===== config.mk =====
export PLATFORM = sky130hd
export DESIGN_NAME = wb_exc_ctrl
export DESIGN_NICKNAME = d
export VERILOG_FILES = /design/src/rtl/wb_exc_ctrl.sv
export SDC_FILE = /design/constraint.sdc
export NUM_CORES = 1
export LEC_CHECK = 0
export BUFFER_PORTS_ARGS = -buffer_cell sky130_fd_sc_hd__buf_2
export CORE_AREA = 10 10 200 202
export CTS_BUF_LIST = sky130_fd_sc_hd__clkbuf_8
export CTS_CLUSTER_DIAMETER = 50
export CTS_CLUSTER_SIZE = 8
export DETAILED_ROUTE_END_ITERATION = 10
export DIE_AREA = 0 0 210 212
export HOLD_SLACK_MARGIN = 0.15
export PLACE_DENSITY = 0.54
export SETUP_SLACK_MARGIN = 0.15
export SKIP_CTS_REPAIR_TIMING = 1
export SYNTH_ARGS = -nofsm -noshare
export SYNTH_HDL_FRONTEND = slang
export SYNTH_SLANG_ARGS = --single-unit

===== constraint.sdc =====
create_clock -name clk -period 19.79 [get_ports clk]
set_clock_uncertainty 0.15 [all_clocks]
set_input_delay 1.979 -clock clk [delete_from_list [all_inputs] [get_ports clk]]
set_output_delay 1.979 -clock clk [all_outputs]
set_load 0.05 [all_outputs]

===== src/rtl/wb_exc_ctrl.sv =====
// Write-back stage exception controller: retires one entry per cycle, reports
// exceptions/ERTN to the CSR file, and holds a fetch redirect until accepted.
module wb_exc_ctrl #(
  parameter int          WB2CSR_LEN = 81,
  parameter logic [5:0]  ECODE_INT  = 6'h00
) (
  input  logic                  clk,
  input  logic                  reset,
  input  logic                  ms_to_ws_valid,
  output logic                  ws_allowin,
  input  logic [31:0]           ms_pc,
  input  logic                  ms_ex,
  input  logic [5:0]            ms_ecode,
  input  logic [8:0]            ms_esubcode,
  input  logic [31:0]           ms_vaddr,
  input  logic                  ms_ertn,
  input  logic [79:0]           ms_csr_ctrl,
  input  logic                  ms_rf_we,
  input  logic [4:0]            ms_rf_waddr,
  input  logic [31:0]           ms_rf_wdata,
  input  logic                  ms_res_from_csr,
  input  logic                  has_int,
  input  logic [31:0]           ex_entry,
  input  logic [31:0]           era_pc,
  input  logic [31:0]           csr_rvalue,
  output logic [79:0]           csr_ctrl,
  output logic                  csr_valid,
  output logic [WB2CSR_LEN-1:0] csr_in_bus,
  output logic                  rf_we,
  output logic [4:0]            rf_waddr,
  output logic [31:0]           rf_wdata,
  output logic                  flush,
  output logic                  redirect_valid,
  output logic [31:0]           redirect_pc,
  input  logic                  redirect_ready
);

  typedef enum logic {RUN, REDIR} state_t;

  state_t state, state_next;

  logic        ws_valid;
  logic [31:0] pc_q;
  logic        ex_q;
  logic [5:0]  ecode_q;
  logic [8:0]  esubcode_q;
  logic [31:0] vaddr_q;
  logic        ertn_q;
  logic        rf_we_q;
  logic [31:0] rf_wdata_q;
  logic        res_from_csr_q;

  logic        commit;
  logic        int_take;
  logic        ex_any;
  logic        ertn_flush;
  logic        load;
  logic [5:0]  rep_ecode;
  logic [8:0]  rep_esubcode;
  logic [80:0] report;

  assign ws_allowin = (state == RUN);
  assign commit     = ws_valid && (state == RUN);
  assign int_take   = commit && has_int;
  assign ex_any     = int_take || (commit && ex_q);
  assign ertn_flush = commit && ertn_q && !ex_any;
  assign flush      = commit && (ex_any || ertn_flush);
  // The flush cycle must not accept the younger instruction sitting in MEM.
  assign load       = ms_to_ws_valid && ws_allowin && !flush;

  assign rep_ecode    = int_take ? ECODE_INT : ecode_q;
  assign rep_esubcode = int_take ? 9'd0      : esubcode_q;
  assign report       = {ertn_flush, ex_any, rep_ecode, rep_esubcode, pc_q, vaddr_q};
  assign csr_in_bus   = WB2CSR_LEN'(report);

  assign csr_valid = commit && !ex_any;
  assign rf_we     = commit && rf_we_q && !ex_any;
  assign rf_wdata  = res_from_csr_q ? csr_rvalue : rf_wdata_q;

  assign redirect_valid = (state == REDIR);

  // NOTE: next-state logic assigns its default first so no latch is inferred.
  always_comb begin
    state_next = state;
    unique case (state)
      RUN:   if (flush)          state_next = REDIR;
      REDIR: if (redirect_ready) state_next = RUN;
      default:                   state_next = RUN;
    endcase
  end

  // NOTE: sequential state uses non-blocking assignments throughout.
  always_ff @(posedge clk) begin
    if (reset) begin
      state       <= RUN;
      ws_valid    <= 1'b0;
      redirect_pc <= 32'd0;
    end else begin
      state <= state_next;
      if (load)
        ws_valid <= 1'b1;
      else if (commit)
        ws_valid <= 1'b0;
      if (flush)
        redirect_pc <= ex_any ? ex_entry : era_pc;
    end
  end

  // NOTE: entry payload is qualified by ws_valid, so it needs no reset.
  always_ff @(posedge clk) begin
    if (load) begin
      pc_q           <= ms_pc;
      ex_q           <= ms_ex;
      ecode_q        <= ms_ecode;
      esubcode_q     <= ms_esubcode;
      vaddr_q        <= ms_vaddr;
      ertn_q         <= ms_ertn;
      csr_ctrl       <= ms_csr_ctrl;
      rf_we_q        <= ms_rf_we;
      rf_waddr       <= ms_rf_waddr;
      rf_wdata_q     <= ms_rf_wdata;
      res_from_csr_q <= ms_res_from_csr;
    end
  end

endmodule

-- Word-level counts from Yosys, hierarchy flattened
Cells that the tools add are included.
W data, S select, Z words.
- add/sub/neg operators: 0
- $mul: 0
- divide/modulo/power cells: 0
- $lt $le $gt $ge: 0
- equal/unequal tests: 0
- shift operators: 0
- mux-type cells: 9
- bitwise gates (word level): 1
- reductions and logical operators: 16
- operators by type and width (kind ; number):
    $mux W32 ; 2
    $logic_and A1 B1 Y1 ; 11
    $mux W9 ; 1
    $mux W6 ; 1
    $mux W1 ; 4
    $logic_not A1 Y1 ; 2
    $logic_or A1 B1 Y1 ; 2
    $pmux W1 S2 ; 1
    $reduce_bool A2 Y1 ; 1
    $not A1 Y1 ; 1
- register bits after elaboration: 234
- bits in latches: 0
- bits in writable memories: 0
- bits in read-only memories: 0
- bits of input ports: 301
- output and inout port bits: 235
- word-level logic and storage cells: 40
- memories: 0

-- Longest topological paths before layout
Gate-level depths: netlist (run 1).
- word-level depth: 11
- depth in mapped cells: 5
- depth with buffers taken out: 3

-- Worst setup path before layout (run 1)
OpenSTA, ideal clock, no wires.
- path type: in2reg
- start: input port has_int
- end: register csr_ctrl[0] (enable)
- data arrival time: 12.031 ns
- data required time: 18.813 ns
- slack: 6.782 ns
- stages on the path: 2
- buffers on the path: 0
- path through: or3_1 > a21oi_1
- longest elaborated chain between the ends: 8
- ends and longest elaborated chain (what ; line ; text):
    start, declared ; 22 ; input logic has_int,
    $logic_and A1 B1 Y1 * ; 64 ; assign int_take = commit && has_int;
    $logic_or A1 B1 Y1 * ; 65 ; assign ex_any = int_take || (commit && ex_q);
    $logic_not A1 Y1 ; 66 ; assign ertn_flush = commit && ertn_q && !ex_any;
    $logic_and A1 B1 Y1 ; 66 ;
    $logic_or A1 B1 Y1 * ; 67 ; assign flush = commit && (ex_any || ertn_flush);
    $logic_and A1 B1 Y1 * ; 67 ;
    $logic_not A1 Y1 * ; 69 ; assign load = ms_to_ws_valid && ws_allowin && !flush;
    $logic_and A1 B1 Y1 * ; 69 ;
    via load ; 57 ; logic load;
    end signal, assigned ; 118 ; csr_ctrl <= ms_csr_ctrl;
    end, declared ; 26 ; output logic [79:0] csr_ctrl,
The timed path passes the listed nets; every way through them passes the cells marked *.
A chain may end at the register's enable or synchronous reset.

-- Worst setup path after layout (run 1)
- start: input port has_int
- end: output port csr_in_bus[80]
- longest elaborated chain between the ends: 4
- ends and longest elaborated chain (what ; line ; text):
    $logic_and A1 B1 Y1 ; 64 ;
    $logic_or A1 B1 Y1 ; 65 ;
    $logic_not A1 Y1 ; 66 ;
    $logic_and A1 B1 Y1 ; 66 ;
    end, declared ; 28 ; output logic [WB2CSR_LEN-1:0] csr_in_bus,
Every way passes these cells.

==> results of run 1 <==
## layout by cell type (no fill, tap or decap), types with 3 or more instances in the layout
master | Yosys | layout
a222oi_1 | 32 | 32
edfxtp_1 | 200 | 200
dfxtp_1 | 34 | 34
and2_1 | 16 | 16
buf_2 | 7 | 535
clkbuf_8 | 0 | 40
buf_4 | 2 | 4
mux2_2 | 27 | 27
bufinv_16 | 0 | 3
mux2_1 | 5 | 5
inv_1 | 65 | 68
nand2_1 | 3 | 3
nand2b_1 | 32 | 32
clkinv_2 | 0 | 3
clkinv_1 | 0 | 3
## cell usage after synthesis
cell,number
a211oi_1,1
a21oi_1,1
a222oi_1,32
a2bb2oi_1,1
and2_1,16
and2_2,1
and2_4,1
buf_12,4
buf_2,7
buf_4,2
buf_6,3
clkbuf_1,4
dfxtp_1,34
edfxtp_1,200
inv_1,65
mux2_1,5
mux2_2,27
nand2_1,3
nand2b_1,32
nand3b_4,1
nor2_1,1
nor2b_2,1
nor4b_2,1
o21a_2,1
or3_1,1
## flip-flops by register name, indices dropped and copies added, names as in the netlist
name,cells
csr_ctrl,80
pc_q,32
redirect_pc,32
rf_wdata_q,32
vaddr_q,32
esubcode_q,9
ecode_q,6
rf_waddr,5
ertn_q,1
ex_q,1
redirect_valid,1
res_from_csr_q,1
rf_we_q,1
ws_valid,1
## how the worst max path moves through the flow
stage,endpoint,cells past startpoint
after floorplan,csr_ctrl[0],2
after global placement,csr_in_bus[80],4
after detailed placement,csr_in_bus[80],4
after CTS,csr_in_bus[80],4
after global routing,csr_in_bus[80],4
final,csr_in_bus[80],4
## final cells by class
type / instances / area share [%]
Antenna cell: 1 / 0.0208
Clock buffer: 40 / 4.57
Clock inverter: 16 / 1.33
Inverter: 65 / 2.03
Multi-Input combinational cell: 126 / 9.17
Sequential cell: 234 / 55.5
Tap cell: 468 / 4.86
Timing Repair Buffer: 539 / 22.5
## report_power, final
group          total, mW  switching (mW)  internal, mW
logic              0.245           0.186        0.0591
registers          0.592          0.0118         0.580
clock network      0.417           0.192         0.225
total               1.25           0.390         0.864
## per-layer routing
metal  global-route usage [%]  vias to the layer above  part of all wire [%]
li1                         -                     2762                     -
met1                     12.7                     2839                    34
met2                     22.1                      356                    51
met3                     7.01                       58                    12
met4                     5.21                       12                   2.5
met5                        0                        -                  0.31
## cell families after synthesis
family,Yosys count,synth area share (%)
AO/OA/AOI/OAI,36,4.27
buffers and inverters,85,5.16
flip-flops,234,81.5
multiplexers,32,4.39
AND/OR/NAND/NOR,58,4.65
## worst reg2reg max path, delay by kind of cell, from the launching register on
kind	cells	cell delay, ns
AO/OA/AOI/OAI	1	0.17
buffers and inverters	2	1.57
flip-flops	1	0.41
AND/OR/NAND/NOR	1	0.51
==> impl_metrics.yaml, run 1 <==
logic_synthesis:
  ys_types: 25
  syn_nets: 746
  synth_top_area_cell: "edfxtp_1"
  syn_area_per_cell_um2: 18.4
  yosysWarnings: 0
  syn_area_um2: 8200
  syn_inst: 445
  ys_top_cells_by_area: "edfxtp_1 73%, dfxtp_1 8.3%, a222oi_1 3.9%"
  ys_ff_latch: 234
  seq_area_frac_synth_pct: 81.5
  synth.top_cell.area_share_pct: 73.2
critical_path:
  path_class: "in -> out"
  path_cells: "buf_2, nor4b_2, and2_4, buf_2"
  reg2reg_to: "csr_ctrl[33]"
  end_kind: "output pin"
  critPathArrivalTime_ns: 3.19
  r2r-start: "ex_q"
  critPathSlowestCell: "and2_4"
  cp_max_fo: 33
  crit_family: "simple AND/OR/NAND/NOR gates"
  crit_path_max_incr_delay_ns: 0.45
  cp_data_required_time_ns: 17.66
  start_kind: "input pin"
  crit_buf_inv: 2
  crit_start: "has_int"
  r2r_slack_ns: 16.49
  r2r_cells: 4
  crit_path_frequent_cell: "buf_2"
clocking:
  cts_tree: "yes"
  cts_buffer_depth: 3
  clk_pin_slew_ns: 0.06
  root_buffer: "clkbuf_8"
  cts_made_buffers: 39
  clock_sinks: 234
  clk_latency_ns: 0.56
  cts_max_level: 2
cells_and_area:
  fin_util_pct: 33.4
  seqCellArea_um2: 6690
  nFillCells: 3673
  multi_input_area_um2: 1100
  final-instance-count-excl-fill: 1489
  syn_to_final_growth_pct: 46.8
  drive_gt1_share_pct: 61.1
  fin_area_um2: 12000
  nets: 1306
place:
  hpwlAfterDp_mm: 24.5
  place.gp.congestion: 0.785
  io_buffers: 535
  placed_cell_area_um2: 11300
  dp.cells: 1432
  post-place-ws_ns: 14.43
sta:
  tns_ns: 0
  post-route-period-util_pct: 26.9
  fmax_mhz: 188
  worst_pin_slew_ns: 1.06
  setup_viol: 0
  slew_headroom_pct: 29.3
  min_period_ns: 5.32
  setup_ws_ns: 14.47
  slew_violations: 0
  hold_viol: 0
  grt_setup_unrepaired: "no"
  hold_slack_ns: 0.345
floorplanning:
  ios: 536
  die_w_um: 210
  rows: 70
  initial_utilization_pct: 22.7
  die_h_um: 212
  core_um2: 36100
  design.die.area_um2: 44500
drt:
  detail_route.iter0.violations: 363
  wl_mm: 30.8
  num_vias: 6027
  drc: 0
  drt_pass1_iterations: 7
  ant_nets: 0
  routed_via_density: 4.05
  routedWlPerCell_um: 20.7
grt:
  grt_pass1_vias: 6463
  grt_usage_pct: 12.8
  grt-ovfl-total: 0
  grt_start_max_net_pins: 85
  antenna_found_initial: 10
  grt_pass1_wl_mm: 42.5
hold_path:
  hold_path_end: "redirect_pc[9]"
  hp-class: "reg -> reg"
  hp-start: "redirect_pc[9]"
  min_delay_path_depth: 2
power:
  p_total_mw: 1.25
  vdd_drop_max_uv: 61.9
  leakage_nw: 5.40
  power.density_nw_per_um2: 104
status:
  status: "completed"
flow_run:
  max-cap-violations: 0
Power figures use the tool's default switching activity.
==> run 2: changes to the inputs <==
Settings changed: CORE_AREA 10 10 200 202 to 10 10 201 203, DIE_AREA 0 0 210 212 to 0 0 211 213, PLACE_DENSITY 0.54 to 0.55.
Clock period 19.79 ns to 4.6 ns, I/O delays scaled along.
==> run 2 against run 1 <==
  * Worst setup slack worse by 13 ns
  * Critical path depth stayed put
  * Core utilization is 7.3 points higher
  * Sequential cell count stayed put
  * Via count is 19% higher
  * Register-to-register slack worse by 14 ns
  * Count of clock-buffer cells in the layout stayed put
  * Hold slack worse by 0.12 ns
  * Global-route usage is 0.51 points higher
  * Critical path type is now reg -> out
==> impl_metrics.yaml, run 2 (same netlist as run 1, synthesis figures left out) <==
power:
  p_switching_mw: 1.75
  power.density_nw_per_um2: 379
  clkPwrFrac_pct: 31.4
  pwr-share-comb_pct: 22.9
  p_int_mw: 3.83
  vdd_drop_max_uv: 273
  swShare_pct: 31.3
  leakage_nw: 6.59
  seqPwrFrac_pct: 45.8
drt:
  num_vias: 7160
  detail_route.iter0.violations: 490
  routedWlPerCell_um: 19.9
  ant_nets: 0
  routed_via_density: 4.06
  drc: 0
  drt_pass1_iterations: 5
  wl_mm: 35.0
floorplanning:
  die_w_um: 211
  ios: 536
  core_um2: 36300
  die_h_um: 213
  rows: 70
  initial_utilization_pct: 22.6
  design.die.area_um2: 44900
grt:
  grt_pass1_wl_mm: 44.4
  grt-ovfl-total: 0
  grt_pass1_vias: 6634
  grt_start_max_net_pins: 121
  antenna_found_initial: 6
  grt_usage_pct: 13.4
clocking:
  root_buffer: "clkbuf_8"
  cts_made_buffers: 39
  clk_pin_slew_ns: 0.07
  clock_sinks: 234
  cts_max_level: 2
  cts_buffer_depth: 3
  clk_latency_ns: 0.57
  cts_tree: "yes"
hold_path:
  hp-class: "in -> reg"
critical_path:
  path_class: "reg -> out"
  critPathArrivalTime_ns: 2.60
  end_kind: "output pin"
  cp_data_required_time_ns: 3.99
  start_kind: "flop"
  cp_max_fo: 16
sta:
  slew_headroom_pct: 36.4
  hold_slack_ns: 0.222
  fmax_mhz: 311
  min_period_ns: 3.21
  tns_ns: 0
  slew_violations: 0
  setup_viol: 0
  grt_setup_unrepaired: "no"
  post-route-period-util_pct: 69.8
  setup_ws_ns: 1.39
  hold_viol: 0
  worst_pin_slew_ns: 0.952
cells_and_area:
  syn_to_final_growth_pct: 79.6
  final-instance-count-excl-fill: 1762
  nFillCells: 3397
  final_common_cell: "buf_2"
  largest-register: "csr_ctrl"
  largest_register_ff_count: 80
  drive_gt1_share_pct: 48.4
  seqCellArea_um2: 6690
  nets: 1571
  fin_util_pct: 40.6
  multi_input_area_um2: 1110
  final_cell_mix: "535 x buf_2, 266 x dlygate4sd3_1, 200 x edfxtp_1"
place:
  post-place-ws_ns: 1.92
  dp.cells: 1431
  io_buffers: 535
  place.gp.congestion: 0.805
  hpwlAfterDp_mm: 25.3
flow_run:
  max-cap-violations: 0
status:
  status: "completed"
## run 2: changes by cell type in the layout (fill, tap and decap cells not counted), sizes merged
cell / delta
dlygate4sd3: +266
diode: +5
inv: +3
buf: -1
bufinv: -1
clkinv: +1
## run 2: power by group through the flow
stage / clock network [mW] / logic (mW) / registers, mW
after floorplan: 0 / 0.303 / 3.02
after global placement: 0 / 1.07 / 2.59
after detailed placement: 0 / 1.08 / 2.59
after CTS: 1.83 / 1.08 / 2.55
after global routing: 1.92 / 1.34 / 2.57
final: 1.75 / 1.27 / 2.55
## run 2: per-stage QoR
| step | power (mW) | cell area [µm²] |
|---|---|---|
| 3_3_place_gp | 3.66 | 11400 |
| 6_report | 5.58 | 14700 |
| 2_1_floorplan | 3.32 | 8220 |
| 4_1_cts | 5.45 | 12100 |
| 5_1_grt | 5.82 | 14700 |
| 3_5_place_dp | 3.67 | 11400 |
## run 2: cell type report
| cell class | instances | share of cell area [%] |
|---|---|---|
| flip-flops and latches | 234 | 45.4 |
| repair buffers | 804 | 36.6 |
| multi-input cells | 126 | 7.53 |
| well taps | 468 | 3.98 |
| clock buffers | 40 | 3.74 |
| inverters | 65 | 1.68 |
| clock inverters | 19 | 0.985 |
| diodes | 6 | 0.102 |
## run 2: layer usage
layer / wire length [µm] / share of wire (%) / vias to the layer above / global-route usage [%]
met1: 12600 / 36 / 3394 / 14.0
met3: 3820 / 11 / 66 / 7.16
met5: 24 / 0.069 / - / 0
met2: 17700 / 51 / 395 / 22.2
li1: - / - / 3301 / -
met4: 837 / 2.4 / 4 / 5.19
## run 2: path summary, 6_finish.rpt
kind / start / end / slack, ns / cells past startpoint
worst max-delay path: ws_valid / csr_in_bus[70] / 1.39 / 4
worst max register to register: ws_valid / redirect_pc[14] / 2.04 / 4
worst min-delay path: has_int / redirect_valid / 0.22 / 4
worst min register to register: redirect_valid / ws_valid / 0.39 / 2
## run 2: worst max-delay path, cell delays in order, from the launching register on
cell and delay [ns]:
dfxtp_1 0.43, nor2b_2 0.31, nand2_1 0.63, and2_1 0.43
buf_2 0.22
==> run 3: changes to the inputs <==
Clock period 4.6 ns to 2.8 ns, I/O delays scaled along.
==> run 3 against run 2 <==
  * First-iteration DRC count grew 5.9%
  * Non-clock buffer count rose by 11
  * Design area grew 0.83%
  * Count of clock-buffer cells in the layout did not move
  * Critical path depth up 1
  * Final cell count rose by 0.34%
  * Highest routed layer unchanged
==> impl_metrics.yaml, run 3 (same netlist as run 1, synthesis figures left out) <==
status:
  status: "completed"
drt:
  num_vias: 7127
  routedWlPerCell_um: 19.6
  routed_via_density: 4.03
  ant_nets: 0
  detail_route.iter0.violations: 519
  drt_pass1_iterations: 10
  drc: 0
  wl_mm: 34.6
sta:
  hold_slack_ns: 0.272
  fmax_mhz: 406
  grt_setup_unrepaired: "no"
  post-route-period-util_pct: 88.1
  min_period_ns: 2.47
  slew_headroom_pct: 71.3
  slew_violations: 0
  hold_viol: 0
  worst_pin_slew_ns: 0.431
  setup_viol: 0
cells_and_area:
  final_cell_mix: "535 x buf_2, 269 x dlygate4sd3_1, 200 x edfxtp_1"
  nFillCells: 3368
  syn_to_final_growth_pct: 81.1
  drive_gt1_share_pct: 48.7
  fin_area_um2: 14900
  largest-register: "csr_ctrl"
  final_common_cell: "buf_2"
  largest_register_ff_count: 80
  nets: 1582
grt:
  antenna_found_initial: 3
  grt_start_max_net_pins: 52
  grt_pass1_wl_mm: 43.5
  grt-ovfl-total: 0
  grt_pass1_vias: 6531
  grt_usage_pct: 13.0
clocking:
  cts_made_buffers: 39
  root_buffer: "clkbuf_8"
  cts_buffer_depth: 3
  clk_latency_ns: 0.57
  clock_sinks: 234
  cts_tree: "yes"
  cts_max_level: 2
  clk_pin_slew_ns: 0.06
critical_path:
  cp_max_fo: 20
  path_cells: "nor2b_4, o21a_2, buf_4, a222oi_1, dlygate4sd3_1"
  critPathSlowestCell: "dlygate4sd3_1"
  start_kind: "flop"
  end_kind: "flop"
  path_class: "reg -> reg"
  r2r_slack_ns: 0.33
  cp_data_required_time_ns: 3.10
  crit_path_max_incr_delay_ns: 0.61
  critPathArrivalTime_ns: 2.76
floorplanning:
  die_h_um: 213
  design.die.area_um2: 44900
  die_w_um: 211
  ios: 536
  core_um2: 36300
  initial_utilization_pct: 22.6
  rows: 70
power:
  vdd_drop_max_uv: 478
  power.density_nw_per_um2: 614
  p_total_mw: 9.12
  leakage_nw: 6.66
place:
  place.gp.congestion: 0.808
  io_buffers: 535
  placed_cell_area_um2: 11500
  hpwlAfterDp_mm: 24.9
hold_path:
  hp-class: "in -> reg"
flow_run:
  max-cap-violations: 0
==> run 3: cell types whose count changed in the layout (fill, tap and decap cells not counted), sizes merged, moves of 2 or more <==
cell / previous run / this run
diode: 6 / 1
dlygate4sd3: 266 / 269
clkinv: 8 / 6
buf: 538 / 546
inv: 72 / 74
==> run 3: worst paths after layout <==
| path | startpoint | endpoint | depth (start not counted) |
|---|---|---|---|
| setup / recovery | ws_valid | redirect_pc[0] | 5 |
| hold / removal | ms_pc[0] | pc_q[0] | 2 |
| setup reg to reg | ws_valid | redirect_pc[0] | 5 |
| hold reg to reg | ws_valid | ex_q | 2 |
==> run 3: layout make-up <==
cell class | count | area [µm²] | share of cell area (%)
Sequential cell | 234 | 6690 | 45.0
Timing Repair Buffer | 815 | 5520 | 37.1
Multi-Input combinational cell | 126 | 1120 | 7.56
Tap cell | 468 | 586 | 3.94
Clock buffer | 40 | 551 | 3.71
Inverter | 65 | 248 | 1.67
Clock inverter | 19 | 139 | 0.935
Antenna cell | 1 | 2.50 | 0.0169
==> run 3: per-stage QoR <==
step / util [%] / TNS, ns / worst slack, ns / cells
after detailed placement: 31.6 / 0 / 0.642 / 1439
after global routing: 41.0 / 0 / 0.206 / 1768
after floorplan: - / -390.11 / -1.95 / 445
final: 41.0 / 0 / 0.334 / 1768
after global placement: 31.6 / 0 / 0.672 / 1439
after CTS: 33.5 / 0 / 0.172 / 1498
==> run 3: worst max-delay path, delay by kind of cell (launching register included) <==
family | cells | cell delay, ns
flops | 1 | 0.43
buf+inv | 2 | 0.94
simple gates | 1 | 0.27
compound gates | 2 | 0.54
==> run 3: metal layers <==
| layer | share of wire, % | up-vias | wire (µm) | GRT usage, % |
|---|---|---|---|---|
| met5 | 0.038 | - | 13 | 0 |
| met4 | 1.7 | 2 | 593 | 4.22 |
| met3 | 10 | 44 | 3630 | 6.60 |
| met2 | 53 | 361 | 18200 | 22.5 |
| met1 | 35 | 3397 | 12200 | 13.4 |
| li1 | - | 3323 | - | - |
==> run 3: where the power goes <==
part	leakage, nW	internal, mW	switching (mW)
Clock	0.379	1.42	1.38
Sequential	2.20	4.09	0.0893
Combinational	4.08	0.714	1.41
